## src/rtl/counter_ctrl_pkg.sv

```systemverilog
// Shared definitions for the counter setpoint sequencer.
// Holds the controller state encoding, default parameter values, the step
// direction constants driven onto on_off, and the target clamp helper.
package counter_ctrl_pkg;

  localparam int DEF_WIDTH    = 8;
  localparam int DEF_STEP_DIV = 4;
  localparam int DEF_MIN_VAL  = 0;
  localparam int DEF_MAX_VAL  = 255;

  localparam logic DIR_UP   = 1'b1;
  localparam logic DIR_DOWN = 1'b0;

  typedef enum logic [2:0] {
    IDLE,
    COMPARE,
    STEP,
    WAIT,
    DONE
  } state_t;

  // Comparison is done in the int domain so a zero lower bound does not
  // turn into an always-false unsigned compare.
  function automatic int clamp_val(input int value, input int lo, input int hi);
    if (value < lo) return lo;
    if (value > hi) return hi;
    return value;
  endfunction

endpackage

```

## src/rtl/counter_setpoint_ctrl_step_timer.sv

```systemverilog
// step_timer: loadable down-counter that paces the WAIT phase between steps.
// Ports:
//   clk, rst   shared clock and asynchronous active-high reset
//   load       load load_val this cycle (asserted on the STEP that enters WAIT)
//   load_val   number of WAIT cycles to spend
//   expired    high during the last WAIT cycle
module step_timer #(
  parameter int W = 2
) (
  input  logic         clk,
  input  logic         rst,
  input  logic         load,
  input  logic [W-1:0] load_val,
  output logic         expired
);

  logic [W-1:0] count;

  // The value loaded is the WAIT length, so the first WAIT cycle sees the
  // full count and the last one sees 1; it idles at 0 between uses.
  always_ff @(posedge clk or posedge rst) begin
    if (rst) begin
      count <= '0;
    end else if (load) begin
      count <= load_val;
    end else if (count != '0) begin
      count <= count - W'(1);
    end
  end

  assign expired = (count == W'(1));

endmodule

```

## src/rtl/counter_setpoint_ctrl.sv

```systemverilog
// counter_setpoint_ctrl: walks an external up/down counter toward a requested
// target one count at a time, reading the live value back before every step.
// Ports:
//   clk, rst              clock, asynchronous active-high reset
//   req_valid/req_target  target offer from the front end
//   req_ready             high only while idle
//   abort                 cancel the operation in progress
//   counter_in            live counter value
//   change/on_off         step pulse and direction to the counter (1 = up)
//   busy                  operation in progress
//   done                  one-cycle pulse on arrival
//   step_cnt              steps issued in the current/last operation (saturating)
module counter_setpoint_ctrl
  import counter_ctrl_pkg::*;
#(
  parameter int WIDTH    = DEF_WIDTH,
  parameter int STEP_DIV = DEF_STEP_DIV,
  parameter int MIN_VAL  = DEF_MIN_VAL,
  parameter int MAX_VAL  = DEF_MAX_VAL
) (
  input  logic             clk,
  input  logic             rst,
  input  logic             req_valid,
  input  logic [WIDTH-1:0] req_target,
  output logic             req_ready,
  input  logic             abort,
  input  logic [WIDTH-1:0] counter_in,
  output logic             change,
  output logic             on_off,
  output logic             busy,
  output logic             done,
  output logic [WIDTH-1:0] step_cnt
);

  localparam int TIMER_W  = (STEP_DIV < 2) ? 1 : $clog2(STEP_DIV);
  localparam bit USE_WAIT = (STEP_DIV > 1);
  localparam logic [TIMER_W-1:0] WAIT_LEN = TIMER_W'((STEP_DIV > 1) ? STEP_DIV - 1 : 0);

  state_t           state;
  state_t           next_state;
  logic [WIDTH-1:0] target;
  logic [WIDTH-1:0] clamped;
  logic             go_up;
  logic             timer_load;
  logic             timer_expired;

  assign clamped    = WIDTH'(clamp_val(int'(req_target), MIN_VAL, MAX_VAL));
  assign go_up      = (target > counter_in);
  assign timer_load = (state == STEP) && (next_state == WAIT);

  step_timer #(.W(TIMER_W)) u_step_timer (
    .clk      (clk),
    .rst      (rst),
    .load     (timer_load),
    .load_val (WAIT_LEN),
    .expired  (timer_expired)
  );

  // Next-state logic. The wrap guard refuses a step that would roll the
  // counter over and finishes instead; abort overrides everything outside IDLE.
  always_comb begin
    next_state = state;
    case (state)
      IDLE: begin
        if (req_valid) next_state = COMPARE;
      end
      COMPARE: begin
        if (counter_in == target) begin
          next_state = DONE;
        end else if ((go_up && (counter_in == '1)) || (!go_up && (counter_in == '0))) begin
          next_state = DONE;
        end else begin
          next_state = STEP;
        end
      end
      STEP: begin
        next_state = USE_WAIT ? WAIT : COMPARE;
      end
      WAIT: begin
        if (timer_expired) next_state = COMPARE;
      end
      DONE: begin
        next_state = IDLE;
      end
      default: begin
        next_state = IDLE;
      end
    endcase
    if (abort && (state != IDLE)) next_state = IDLE;
  end

  // State, latched target, registered direction and step counter. The
  // direction is only refreshed when a step is actually about to be issued.
  always_ff @(posedge clk or posedge rst) begin
    if (rst) begin
      state    <= IDLE;
      target   <= '0;
      on_off   <= DIR_DOWN;
      step_cnt <= '0;
    end else begin
      state <= next_state;
      if ((state == IDLE) && req_valid) begin
        target   <= clamped;
        step_cnt <= '0;
      end else if ((state == STEP) && (step_cnt != '1)) begin
        step_cnt <= step_cnt + WIDTH'(1);
      end
      if ((state == COMPARE) && (next_state == STEP)) begin
        on_off <= go_up ? DIR_UP : DIR_DOWN;
      end
    end
  end

  assign change    = (state == STEP);
  assign busy      = (state != IDLE);
  assign done      = (state == DONE);
  assign req_ready = (state == IDLE);

endmodule
```

## config.mk

```make
export PLATFORM = sky130hd
export DESIGN_NAME = counter_setpoint_ctrl
export DESIGN_NICKNAME = d
export VERILOG_FILES = /design/src/rtl/counter_ctrl_pkg.sv /design/src/rtl/counter_setpoint_ctrl_step_timer.sv /design/src/rtl/counter_setpoint_ctrl.sv
export SDC_FILE = /design/constraint.sdc
export NUM_CORES = 1
export LEC_CHECK = 0
export CORE_ASPECT_RATIO = 1.2
export CORE_MARGIN = 5
export CORE_UTILIZATION = 65
export CTS_BUF_LIST = sky130_fd_sc_hd__clkbuf_2 sky130_fd_sc_hd__clkbuf_4 sky130_fd_sc_hd__clkbuf_8
export DETAILED_ROUTE_END_ITERATION = 8
export DONT_BUFFER_PORTS = 1
export PLACE_DENSITY_LB_ADDON = 0.08
export SETUP_SLACK_MARGIN = 0.15
export SYNTH_ARGS = -nofsm -noshare
export SYNTH_HDL_FRONTEND = slang
export SYNTH_SLANG_ARGS = --single-unit
```

## constraint.sdc

```tcl
create_clock -name clk -period 1.9 [get_ports clk]
set_clock_uncertainty 0.05 [all_clocks]
set_input_delay 0.57 -clock clk [delete_from_list [all_inputs] [get_ports clk]]
set_output_delay 0.57 -clock clk [all_outputs]
set_load 0.02 [all_outputs]
```

Word level (Yosys, flattened, before mapping) --
Cells that the tools add are included.
Word-level totals: register bits after elaboration 22, output and inout port bits 13, word-level logic and storage cells 44
Cells by class: $add $sub $neg 2, order comparisons 1, equality and inequality tests 10, muxes and demuxes 11, reductions and logical operators 15
Operator list (count):
- $mux 8 | 2
- $mux 3 | 5
- $eq 3x2->1 const B | 4
- $pmux 3 s4 | 1
- $add 8x1->8 const B | 1
- $eq 8x8->1 | 1
- $eq 8x8->1 const B | 1
- $gt 8x8->1 | 1
- $logic_not 8->1 | 1
- $ne 8x8->1 const B | 1
- $logic_and 1x1->1 | 7
- $reduce_bool 2->1 | 3
- $mux 2 | 2
- $eq 3x1->1 const B | 1
- $eq 3x3->1 const B | 1
- $logic_not 3->1 | 1
- $reduce_bool 3->1 | 1
- $eq 2x1->1 const B | 1
- $sub 2x1->2 const B | 1
- $logic_not 1->1 | 1
- $logic_or 1x1->1 | 1
- $mux 1 | 1

Depth between registers and ports, before layout --
Gate-level depths: netlist of run 1.
word-level depth 11, depth in mapped cells 7, gate-level depth less buffers 7

Hierarchy --
Synthesis of run 1 repeated with hierarchy kept, for this count alone.
Unflattened totals: cells, all modules 128, area, all modules 1308.8 um2
By module, submodules not included:
- counter_setpoint_ctrl | times used 1, cells each 114, area each 1168.6 um2
- step_timer | times used 1, cells each 14, area each 140.1 um2

Worst setup path before layout of run 1 --
OpenSTA, ideal clock, no wires.
kind in2reg, start in counter_in[1], end reg state[1], setup time 120 ps, arrival 1841 ps, required time 1730 ps, setup slack -111 ps, stages 7, path buffers 0, cells stage by stage inv_1 > ha_1 > nor2b_1 > o211ai_1 > a21oi_1 > or3_1 > a31o_2
Between the ends: longest elaborated chain between the ends 8, elaborated cells between the ends (all ways) 12, classes of those cells 1 x order compare; 2 x eq/ne; 4 x mux; 5 x reduce/logical
RTL lines:
- start: declaration | RTL line counter_setpoint_ctrl.sv:27 | input logic [WIDTH-1:0] counter_in,
- $gt 8x8->1 | RTL line counter_setpoint_ctrl.sv:48 | assign go_up = (target > counter_in);
- $logic_not 1->1 | RTL line counter_setpoint_ctrl.sv:70 | end else if ((go_up && (counter_in == '1)) || (!go_up && (counter_in == '0))) begin
- $logic_and 1x1->1 | RTL line counter_setpoint_ctrl.sv:70
- $logic_or 1x1->1 | RTL line counter_setpoint_ctrl.sv:70
- $mux 3 | RTL line counter_setpoint_ctrl.sv:70
- $mux 3 (*) | RTL line counter_setpoint_ctrl.sv:68 | if (counter_in == target) begin
- $pmux 3 s4 (*) | RTL line counter_setpoint_ctrl.sv:63 | case (state)
- $mux 3 (*) | RTL line counter_setpoint_ctrl.sv:89 | if (abort && (state != IDLE)) next_state = IDLE;
- via next_state[1] | RTL line counter_setpoint_ctrl.sv:40 | state_t next_state;
- end signal: assignment | RTL line counter_setpoint_ctrl.sv:101 | state <= next_state;
- end: declaration | RTL line counter_setpoint_ctrl.sv:39 | state_t state;
Mark *: on every way through the listed nets, which the timed path passes. The rest lies on a longest branch. A chain may end at the register's enable or synchronous reset.

Final worst setup path of run 1 --
start reg state[2], end out change
Between the ends: longest elaborated chain between the ends 1
RTL lines:
- $eq 3x2->1 | RTL line counter_setpoint_ctrl.sv:114 | assign change = (state == STEP);
- end: declaration | RTL line counter_setpoint_ctrl.sv:28 | output logic change,
Every way passes these cells.

==> flow_summary.ini, run 1 <==
[layout]
nets = 172
area_delta_synth_final_pct = 17.6
mostFrequentLayoutCells = dfrtp_1, buf_4, inv_1, ha_1, nor2_1
fin_area_sq_um = 1470
fin_util = 0.802
final_common_cell = dfrtp_1
fin_cells = 159
antenna_cells = 0
final_layout_size_suffix_gt1_frac = 0.300

[drt]
drt_first_pass_iters = 4
wl_per_cell_um = 16.3
via_per_inst = 5.98
ant_nets = 0
routed_wirelength_um = 2600
drt-initial-drc-count = 16
drc_errors = 0
routed-via-count = 951

[die]
die_y_um = 58.0
start_util = 0.682
dieArea_sq_um = 2900
die_w_um = 50.0
ios = 33
rows = 17
core-area_sq_um = 1830

[critical_path]
arrival_ns = 1.26
startpoint_type = flop
max_stage_delay_ns = 0.43
r2r_cells = 6
worst-path-buf-inv = 1
worst-r2r-setup-slack_ns = 0.05
path_depth = 2
required_ns = 1.28
worstSetupEndpointType = output pin
path_cells = or3b_4, inv_4
r2r-start = state[2]
worstSetupPathType = flop to output pin
worstReg2RegEnd = step_cnt[7]
critical_path.top_delay_family = simple AND/OR/NAND/NOR gates
worst_path_max_delay_cell = or3b_4
cp_max_fo = 3

[sta]
hold_ws_ns = 0.0170
fmax_ghz = 0.532
timing.final.ws_setup_ns = 0.0191
period_needed_ns = 1.88
tns_ns = 0
final_max_slew_viol_count = 0
rsz0062_at_grt = true
slew_headroom = 0.691
period_share = 0.990
worst_pin_slew_ns = 0.463
finalSetupViolations = 0
hold_viol_final = 0

[power_and_ir_drop]
combPwrFrac = 0.505
intPower_mw = 1.26
power_density_nw_per_um2 = 1380
vdd_ir_drop_max_uv = 876
power.total_mw = 2.02
power_frac_seq = 0.368
leakage_nw = 0.709
p_sw_mw = 0.763
p_clk_frac = 0.127
p_sw_frac = 0.378

[placement]
dpl.hpwl_um = 1920
place_inst = 149
io_buffers = 0
dp_slack_ns = -0.0638
placed_cell_area_sq_um = 1360
gp_congestion = 0.807

[logic_synthesis]
async_flop_share = 1.00
ys_ff_latch = 22
syn-num-nets = 153
ys_types = 30
netlist_area_sq_um = 1250
syn-instance-count = 122
ys.flop_type = dfrtp_1
syn_avg_cell_area_sq_um = 10.2
synth_edf_count = 0
yosysSeqAreaShare = 0.441
ys.warnings.count = 0

[grt]
overflow = 0
antenna_found_initial = 0
grt.total_usage = 0.186
grt_pass1_wl_um = 4190
grt_pass1_vias = 988
grt_max_degree = 16

[min_path]
hold_class = primary input to asynchronous set/reset pin

[clock_tree]
root_buffer = clkbuf_4
cts_buffers = 3
clock_sinks = 22
cts_tree = yes
clock_latency_ns = 0.31
cts_htree_levels = 1
cts_hold_buf = 0
cts_buffer_depth = 2
clkTransAtPathRegs_ns = 0.11

[status]
outcome = complete, no violations

[run]
cap_violations = 0
[worst max path at each step]
stage | from | slack, ns | to
CTS | state[2] | 0.02 | change
detailed placement | counter_in[1] | -0.06 | state[1]
finish | state[2] | 0.02 | change
floorplan | counter_in[1] | -0.0009 | state[1]
global route | state[2] | -0.03 | change
global placement | counter_in[1] | -0.03 | state[1]
[synthesized netlist by cell type (2+ instances only)]
| library cell | instances | area [sq um] |
|---|---|---|
| dfrtp_1 | 22 | 551 |
| inv_1 | 14 | 52.6 |
| ha_1 | 11 | 138 |
| nor2_1 | 9 | 33.8 |
| mux2_2 | 8 | 90.1 |
| nand2_1 | 7 | 26.3 |
| nand4_1 | 7 | 43.8 |
| xor2_1 | 7 | 61.3 |
| a21oi_1 | 5 | 25.0 |
| o21ai_0 | 5 | 25.0 |
| and3_1 | 3 | 18.8 |
| nor2_2 | 3 | 18.8 |
| buf_2 | 2 | 10.0 |
| nor3_1 | 2 | 10.0 |
| nor4_1 | 2 | 12.5 |
[cell families (layout without fill, tap and decap cells)]
family	after synthesis	in the layout	synth area share
AND/OR/NAND/NOR	40	40	0.173
flip-flops	22	22	0.441
AO/OA/AOI/OAI	16	16	0.0893
buffers and inverters	16	34	0.0502
adder cells (fa/ha/maj)	11	11	0.110
multiplexers	9	9	0.0802
XOR/XNOR	8	8	0.0562
[routing by layer]
layer  GRT usage  up-vias  wire length (um)
met5           0        -                 0
met4      0.0936        0                75
met3      0.0514        8               119
li1            -      459                 -
met2       0.329       27              1390
met1       0.200      457              1010
[registers in the layout (all words and copies together), names as in the netlist]
signal,cells
state,3
u_step_timer.count,2
step_cnt,8
on_off,1
target,8
[layout make-up]
class,count,area [sq um]
clock buffer,4,36.3
multi-input combinational,84,669
tap,19,23.8
timing repair buffer,16,124
inverter,14,62.6
sequential,22,551
fill,127,363
[repair_timing]
item | 4_1_cts | 5_1_grt
resized for setup | 2 | 9
pin swaps | 5 | 5
gates cloned | 0 | 0
setup endpoints to repair | 6 | 20
buffers inserted | 2 | 4
[power groups by stage]
| stage | Combinational (mW) | Clock [mW] | Sequential (mW) |
|---|---|---|---|
| after floorplan | 0.612 | 0 | 0.763 |
| after global placement | 0.813 | 0 | 0.750 |
| after detailed placement | 0.857 | 0 | 0.756 |
| after CTS | 0.904 | 0.261 | 0.740 |
| after global routing | 1.12 | 0.294 | 0.768 |
| final | 1.02 | 0.257 | 0.743 |
(Power assumes the default switching activity.)
==> run 2, diff against run 1 <==
Settings changed: RECOVER_POWER set to 25.
==> flow_summary.ini, run 2 (same netlist as run 1, synthesis figures left out) <==
[status]
outcome = complete, no violations

[grt]
grt_max_degree = 16
grt_pass1_vias = 988
antenna_found_initial = 0
grt.total_usage = 0.186
grt_pass1_wl_um = 4190
overflow = 0

[layout]
area_delta_synth_final_pct = 17.3
mostFrequentLayoutCells = dfrtp_1, buf_4, inv_1, ha_1, nor2_1
n_fill_cell = 129
fin_util = 0.800
nets = 172
final_common_cell = dfrtp_1
multi_input_area_sq_um = 669
antenna_cells = 0
largest_registers = step_cnt (8), target (8), state (3)
register_area_sq_um = 551
fin_area_sq_um = 1460
final_layout_size_suffix_gt1_frac = 0.293

[clock_tree]
cts_hold_buf = 0
cts_htree_levels = 1
cts_buffers = 3
root_buffer = clkbuf_4
cts_buffer_depth = 2
clkTransAtPathRegs_ns = 0.11
cts_tree = yes
clock_latency_ns = 0.31
clock_sinks = 22

[power_and_ir_drop]
intPower_mw = 1.25
vdd_ir_drop_max_uv = 876
power_density_nw_per_um2 = 1380
p_sw_mw = 0.762
power_frac_seq = 0.368
p_sw_frac = 0.378
combPwrFrac = 0.505
p_clk_frac = 0.127
leakage_nw = 0.706

[drt]
drc_errors = 0
routed-via-count = 951
wl_per_cell_um = 16.4
via_per_inst = 5.98
drt_first_pass_iters = 4
drt-initial-drc-count = 16
routed_wirelength_um = 2600
ant_nets = 0

[critical_path]
r2r-start = state[2]
cp_max_fo = 3
arrival_ns = 1.26
crit_path_end = change
required_ns = 1.28
worstReg2RegEnd = step_cnt[7]
crit_path_start = state[2]
r2r_cells = 6
worstSetupEndpointType = output pin
worstSetupPathType = flop to output pin
worst-r2r-setup-slack_ns = 0.05
startpoint_type = flop

[min_path]
hold_class = primary input to asynchronous set/reset pin

[sta]
slew_headroom = 0.491
finalSetupViolations = 0
hold_ws_ns = 0.0164
rsz0062_at_grt = true
period_needed_ns = 1.88
tns_ns = 0
final_max_slew_viol_count = 0
worst_pin_slew_ns = 0.764
fmax_ghz = 0.532
hold_viol_final = 0
period_share = 0.990

[die]
die_y_um = 58.0
core-area_sq_um = 1830
dieArea_sq_um = 2900
rows = 17
die_w_um = 50.0
start_util = 0.682
ios = 33

[run]
cap_violations = 0

[placement]
io_buffers = 0
placed_cell_area_sq_um = 1360
gp_congestion = 0.807
dpl.hpwl_um = 1920
[run 2: routing by layer]
metal  GRT usage  up-vias  routed length [um]
met5           0        -                   0
met3      0.0514        8                 119
met2       0.329       27                1390
met1       0.200      457                1020
met4      0.0936        0                  75
li1            -      459                   -
[run 2: through the flow]
step / std cells / setup WS, ns / power [mW]
final: 159 / 0.0191 / 2.02
after global routing: 159 / -0.0350 / 2.18
after CTS: 155 / 0.0232 / 1.90
after detailed placement: 149 / -0.0638 / 1.61
after global placement: 149 / -0.0255 / 1.56
after floorplan: 122 / -0.000904 / 1.37
[run 2: cell type report]
| cell class | count | area share |
|---|---|---|
| multi-input cells | 84 | 0.458 |
| flip-flops and latches | 22 | 0.376 |
| repair buffers | 16 | 0.0821 |
| inverters | 14 | 0.0428 |
| clock buffers | 4 | 0.0248 |
| well taps | 19 | 0.0163 |
[run 2: repair_timing]
| item | 4_1_cts | 5_1_grt |
|---|---|---|
| cloned | 0 | 0 |
| setup endpoints to repair | 6 | 20 |
| pin swaps | 5 | 5 |
| endpoints found under the hold margin | 0 | 0 |
| buffers inserted | 2 | 4 |
| gates resized for setup | 2 | 9 |
[run 2: worst min-delay path by stage]
stage / start / to / slack (ns) / cells after the start
global placement: rst / u_step_timer.count[1] / 0.37 / 1
detailed placement: rst / u_step_timer.count[1] / 0.38 / 1
CTS: rst / u_step_timer.count[0] / 0.03 / 1
global route: rst / u_step_timer.count[1] / 0.02 / 1
floorplan: target[2] / target[2] / 0.43 / 1
finish: rst / u_step_timer.count[1] / 0.02 / 1
[run 2: power by group through the flow]
stage               Sequential [mW]  Clock [mW]  Combinational [mW]
finish                        0.742       0.257                1.02
global route                  0.768       0.294                1.12
CTS                           0.740       0.261               0.904
detailed placement            0.756           0               0.857
global placement              0.750           0               0.813
floorplan                     0.763           0               0.612
[run 2: worst max-delay path: stages, from the launching register on]
cell and delay [ns]:
dfrtp_1 0.42, or3b_4 0.43, inv_4 0.09
